File: config.mk
export PLATFORM = sky130hd
export DESIGN_NAME = fft4
export DESIGN_NICKNAME = d
export VERILOG_FILES = /design/src/rtl/fft4_pkg.sv /design/src/rtl/fft_bfly.sv /design/src/rtl/fft4.sv
export SDC_FILE = /design/constraint.sdc
export NUM_CORES = 1
export LEC_CHECK = 0
export ABC_AREA = 1
export CORE_MARGIN = 2
export CORE_UTILIZATION = 40
export CTS_CLUSTER_DIAMETER = 150
export DETAILED_ROUTE_END_ITERATION = 10
export PLACE_DENSITY_LB_ADDON = 0.08
export SLEW_MARGIN = 20
export SYNTH_ARGS = -nofsm -noshare
export SYNTH_HDL_FRONTEND = slang
export SYNTH_SLANG_ARGS = --single-unit
File: constraint.sdc
create_clock -name clk -period 2.72 [get_ports clk]
set_input_delay 0.272 -clock clk [delete_from_list [all_inputs] [get_ports clk]]
set_output_delay 0.272 -clock clk [all_outputs]
set_load 0.005 [all_outputs]
File: src/rtl/fft4_pkg.sv
// fft4_pkg: default sample width, internal stage widths and saturating narrowing.
package fft4_pkg;
  localparam int FFT_W = 16;
  localparam int FFT_W1 = FFT_W + 1;
  localparam int FFT_W2 = FFT_W + 2;
  // Clamp a signed value to the w-bit two's-complement range.
  function automatic logic signed [63:0] sat(input logic signed [63:0] v, input int w);
    logic signed [63:0] hi, lo;
    hi = (64'sd1 <<< (w - 1)) - 64'sd1;
    lo = -hi - 64'sd1;
    return (v > hi) ? hi : (v < lo) ? lo : v;
  endfunction
endpackage

File: src/rtl/fft_bfly.sv
// fft_bfly: complex radix-2 butterfly, s = a + b and d = a - b, one bit of growth.
module fft_bfly #(parameter int N = 16) (
  input  logic signed [N-1:0] a_re,
  input  logic signed [N-1:0] a_im,
  input  logic signed [N-1:0] b_re,
  input  logic signed [N-1:0] b_im,
  output logic signed [N:0]   s_re,
  output logic signed [N:0]   s_im,
  output logic signed [N:0]   d_re,
  output logic signed [N:0]   d_im
);
  assign s_re = {a_re[N-1], a_re} + {b_re[N-1], b_re};
  assign s_im = {a_im[N-1], a_im} + {b_im[N-1], b_im};
  assign d_re = {a_re[N-1], a_re} - {b_re[N-1], b_re};
  assign d_im = {a_im[N-1], a_im} - {b_im[N-1], b_im};
endmodule

File: src/rtl/fft4.sv
// fft4: two-stage pipelined radix-2 DIT 4-point forward DFT with saturated outputs.
module fft4 import fft4_pkg::*; #(parameter int W = FFT_W) (
  input  logic                clk,
  input  logic                reset,
  input  logic signed [W-1:0] x0_re,
  input  logic signed [W-1:0] x0_im,
  input  logic signed [W-1:0] x1_re,
  input  logic signed [W-1:0] x1_im,
  input  logic signed [W-1:0] x2_re,
  input  logic signed [W-1:0] x2_im,
  input  logic signed [W-1:0] x3_re,
  input  logic signed [W-1:0] x3_im,
  output logic signed [W-1:0] y0_re,
  output logic signed [W-1:0] y0_im,
  output logic signed [W-1:0] y1_re,
  output logic signed [W-1:0] y1_im,
  output logic signed [W-1:0] y2_re,
  output logic signed [W-1:0] y2_im,
  output logic signed [W-1:0] y3_re,
  output logic signed [W-1:0] y3_im
);
  localparam int W1 = W + 1;
  localparam int W2 = W + 2;
  logic signed [W1-1:0] a0c_re, a0c_im, a1c_re, a1c_im, b0c_re, b0c_im, b1c_re, b1c_im;
  logic signed [W1-1:0] a0_re, a0_im, a1_re, a1_im, b0_re, b0_im, b1_re, b1_im;
  logic signed [W2-1:0] e_re, e_im, f_re, f_im, p_re, p_im, m_re, m_im;
  function automatic logic signed [W-1:0] nar(input logic signed [W2-1:0] v);
    return W'(sat(64'(v), W));
  endfunction
  fft_bfly #(.N(W)) u_s1a (
    .a_re(x0_re), .a_im(x0_im), .b_re(x2_re), .b_im(x2_im),
    .s_re(a0c_re), .s_im(a0c_im), .d_re(a1c_re), .d_im(a1c_im)
  );
  fft_bfly #(.N(W)) u_s1b (
    .a_re(x1_re), .a_im(x1_im), .b_re(x3_re), .b_im(x3_im),
    .s_re(b0c_re), .s_im(b0c_im), .d_re(b1c_re), .d_im(b1c_im)
  );
  fft_bfly #(.N(W1)) u_s2a (
    .a_re(a0_re), .a_im(a0_im), .b_re(b0_re), .b_im(b0_im),
    .s_re(e_re), .s_im(e_im), .d_re(f_re), .d_im(f_im)
  );
  // -j*b1 = b1_im - j*b1_re: feed b1 swapped, then pick sum/diff per component.
  fft_bfly #(.N(W1)) u_s2b (
    .a_re(a1_re), .a_im(a1_im), .b_re(b1_im), .b_im(b1_re),
    .s_re(p_re), .s_im(p_im), .d_re(m_re), .d_im(m_im)
  );
  always_ff @(posedge clk or negedge reset) begin
    if (!reset) begin
      {a0_re, a0_im, a1_re, a1_im, b0_re, b0_im, b1_re, b1_im} <= '0;
      {y0_re, y0_im, y1_re, y1_im, y2_re, y2_im, y3_re, y3_im} <= '0;
    end else begin
      {a0_re, a0_im, a1_re, a1_im} <= {a0c_re, a0c_im, a1c_re, a1c_im};
      {b0_re, b0_im, b1_re, b1_im} <= {b0c_re, b0c_im, b1c_re, b1c_im};
      y0_re <= nar(e_re);
      y0_im <= nar(e_im);
      y2_re <= nar(f_re);
      y2_im <= nar(f_im);
      y1_re <= nar(p_re);
      y1_im <= nar(m_im);
      y3_re <= nar(m_re);
      y3_im <= nar(p_im);
    end
  end
endmodule

==> metrics.cfg <==
[pwr]
pwr-share-comb_pct = 57.5
seq_power_share_pct = 23.9
p_total_w = 0.0249
powerDensity_nw_per_um2 = 932
power.internal_w = 0.0141
swShare_pct = 43.4
p_sw_w = 0.0108
p_leak_nw = 14.6
clockPowerShare_pct = 18.6
ir_drop_uv = 637

[yosys]
synthTopCellsByCount = nand2_1, inv_1, ha_1, dfrtp_1, a21oi_1
synthMuxAreaShare_pct = 0
yosysTopAreaCell = dfrtp_1
synth_compound_area_share_pct = 9.63
netlist_area_sq_um = 21900
yosys-top-cells-area = dfrtp_1, nand2_1, ha_1
synthAdderAreaFrac_pct = 16.6
synth_seq_cells = 260
ys.flop_type = dfrtp_1
synth_xor_area_share_pct = 7.45
syn_inst = 3065
synth_nets = 3475
yosysUniqueCellTypes = 43
yosysWarningCount = 0
seq_area_frac_synth_pct = 29.8
synth_top_family_by_area = simple AND/OR/NAND/NOR gates
post-synth-top-count-cell = nand2_1
synth_top_cell_area_share_pct = 29.8
synthSimpleGateAreaFrac_pct = 26.0
syn_area_per_cell_sq_um = 7.13
synth_edf_count = 0
async_flop_share_pct = 100

[cells_and_area]
utilization_pct = 49.5
drive_gt1_share_pct = 5.15
antenna_cells = 0
areaGrowthSynthToFinish_pct = 22.0
layout.cells.non_filler = 4076
final_cell_area_sq_um = 26700
nets = 3765

[die]
dieWidth_um = 238
core_area_sq_um = 53900
io_pins = 258
placementRows = 85
dieArea_sq_um = 56500
chipHeight_um = 238
start_util_pct = 40.5

[drt]
first_pass_iters = 5
totalWireLength_mm = 65.3
via_count = 19800
drt_first_iter_violations = 972
avgRoutedWirePerCell_um = 16.0
via_per_inst = 4.86
antenna_left = 0
drc = 0

[critical_path]
critPathTopFamily = simple AND/OR/NAND/NOR gates
end_kind = register
worstPathCellList = buf_4 -> ha_2 -> inv_1 -> fa_1 -> nand3b_1 -> nand2_1 -> nand2_1 -> nand2_1 -> nand2_1 -> nand2_1 -> nand2_1 -> nand2_2 -> nand2_1 -> nand2_4 -> nand2_1 -> nand2_1
worstPathMaxFanout = 15
critPathBufInv = 2
slowest_stage = fa_1
crit_path_start_kind = register
cp.arrival_ns = 2.96
path_common_cell = nand2_1
worstPathRequired_ns = 3.20
worstSetupPathType = reg2reg
slowest_delay_ns = 0.41

[timing]
setup_ws_ns = 0.238
layout_min_cycle_time_ns = 2.48
clock.fmax_mhz = 403
hold_violations = 0
final_max_slew_viol_count = 0
tightest_slew_ns = 0.594
period_share_pct = 91.2
skew_ns = 0.0130
slew_headroom_pct = 60.0
setup_viol = 0

[grt]
grt_max_degree = 73
grt_first_pass_wirelength_mm = 105
grt_overflow_total = 0
grt_usage_pct = 23.3
grt_antenna_before_repair = 2
first_global_vias = 19700

[placed_design]
dp_cells = 4014
dp_hpwl_mm = 54.3
placed_cell_area_sq_um = 25500
place_ws_ns = 0.0773
port_buffers = 257
gp_congestion = 0.936

[clock_network]
cts_root_buf = clkbuf_16
post-cts-setup-buffer-count = 0
cts_tree = built
h-tree-depth = 2
clock_path_buffers = 3
clk-insertion-delay-late_ns = 0.55
clk_pin_slew_worst_paths_ns = 0.06
cts.sink_count = 260
cts_made_buffers = 34

[job]
drv_cap = 0

[run_status]
status = finished clean

[worst_hold_path]
hold_class = in2async

per-layer routing:
| metal | share of wire, % | global-route usage (%) | vias up |
|---|---|---|---|
| li1 | - | - | 10100 |
| met1 | 47 | 31.8 | 9216 |
| met2 | 45 | 37.3 | 437 |
| met3 | 5.7 | 4.91 | 86 |
| met4 | 2.4 | 6.16 | 4 |
| met5 | 0.040 | 0 | - |
state kept, by name, summed over array words and instances (netlist names), 17 cells and up:
register  count
a1_im        17
a1_re        17
b0_im        17
b1_re        17
area by class of cell:
cell class                 instances  area, sq um
fill                            5420        27200
inverter                         508         1910
clock buffer                      47         1030
multi-input combinational       2230        13100
sequential                       260         6510
timing repair buffer             321         3160
clock inverter                    14          134
tap                              696          871
cells by family after synthesis:
group | count (synthesis)
simple gates | 1396
xor+xnor | 186
buf+inv | 575
compound gates | 368
flops | 260
fa+ha+maj | 280
per-stage QoR:
stage | setup TNS (ns) | hold slack [ns]
final | 0 | 0.293
after global routing | -0.000464 | 0.344
after CTS | 0 | 0.297
after detailed placement | 0 | 0.295
after global placement | 0 | 0.284
after floorplan | 0 | -0.0236
worst paths after layout:
check | start | endpoint | slack [ns] | depth (start not counted)
max | b1_re[0] | y3_im[5] | 0.24 | 16
min | reset | y2_im[13] | 0.29 | 2
max reg2reg | b1_re[0] | y3_im[5] | 0.24 | 16
min reg2reg | a0_im[1] | y2_im[1] | 0.74 | 3
max in group asynchronous | reset | a1_re[1] | 1.65 | 3
min in group clk | x3_im[0] | b0_im[0] | 0.39 | 3
repair_timing:
item                                    CTS  global route
gates resized for setup                   0             5
hold buffers                              1             0
hold endpoints to repair                 67             0
endpoints found under the setup margin    0            37
layout by cell type (no fill, tap or decap), types with 15 or more instances in the layout:
cell type	n
dfrtp_1	260
fa_1	16
ha_1	263
o21ai_0	52
nand2_2	15
nor3_1	36
clkbuf_16	37
inv_1	496
nand2_1	996
buf_4	55
xor2_1	178
nand3_1	144
nor2_1	152
clkdlybuf4s50_1	256
o21bai_1	41
a21oi_1	222
power by group through the flow:
stage               registers, W  clock network, W  logic (W)
finish                   0.00593           0.00463     0.0143
global placement         0.00600                 0     0.0143
floorplan                0.00598                 0    0.00893
detailed placement       0.00603                 0     0.0143
CTS                      0.00597           0.00480     0.0144
global route             0.00608           0.00495     0.0162
No activity file was read; power rests on OpenSTA's default activity.
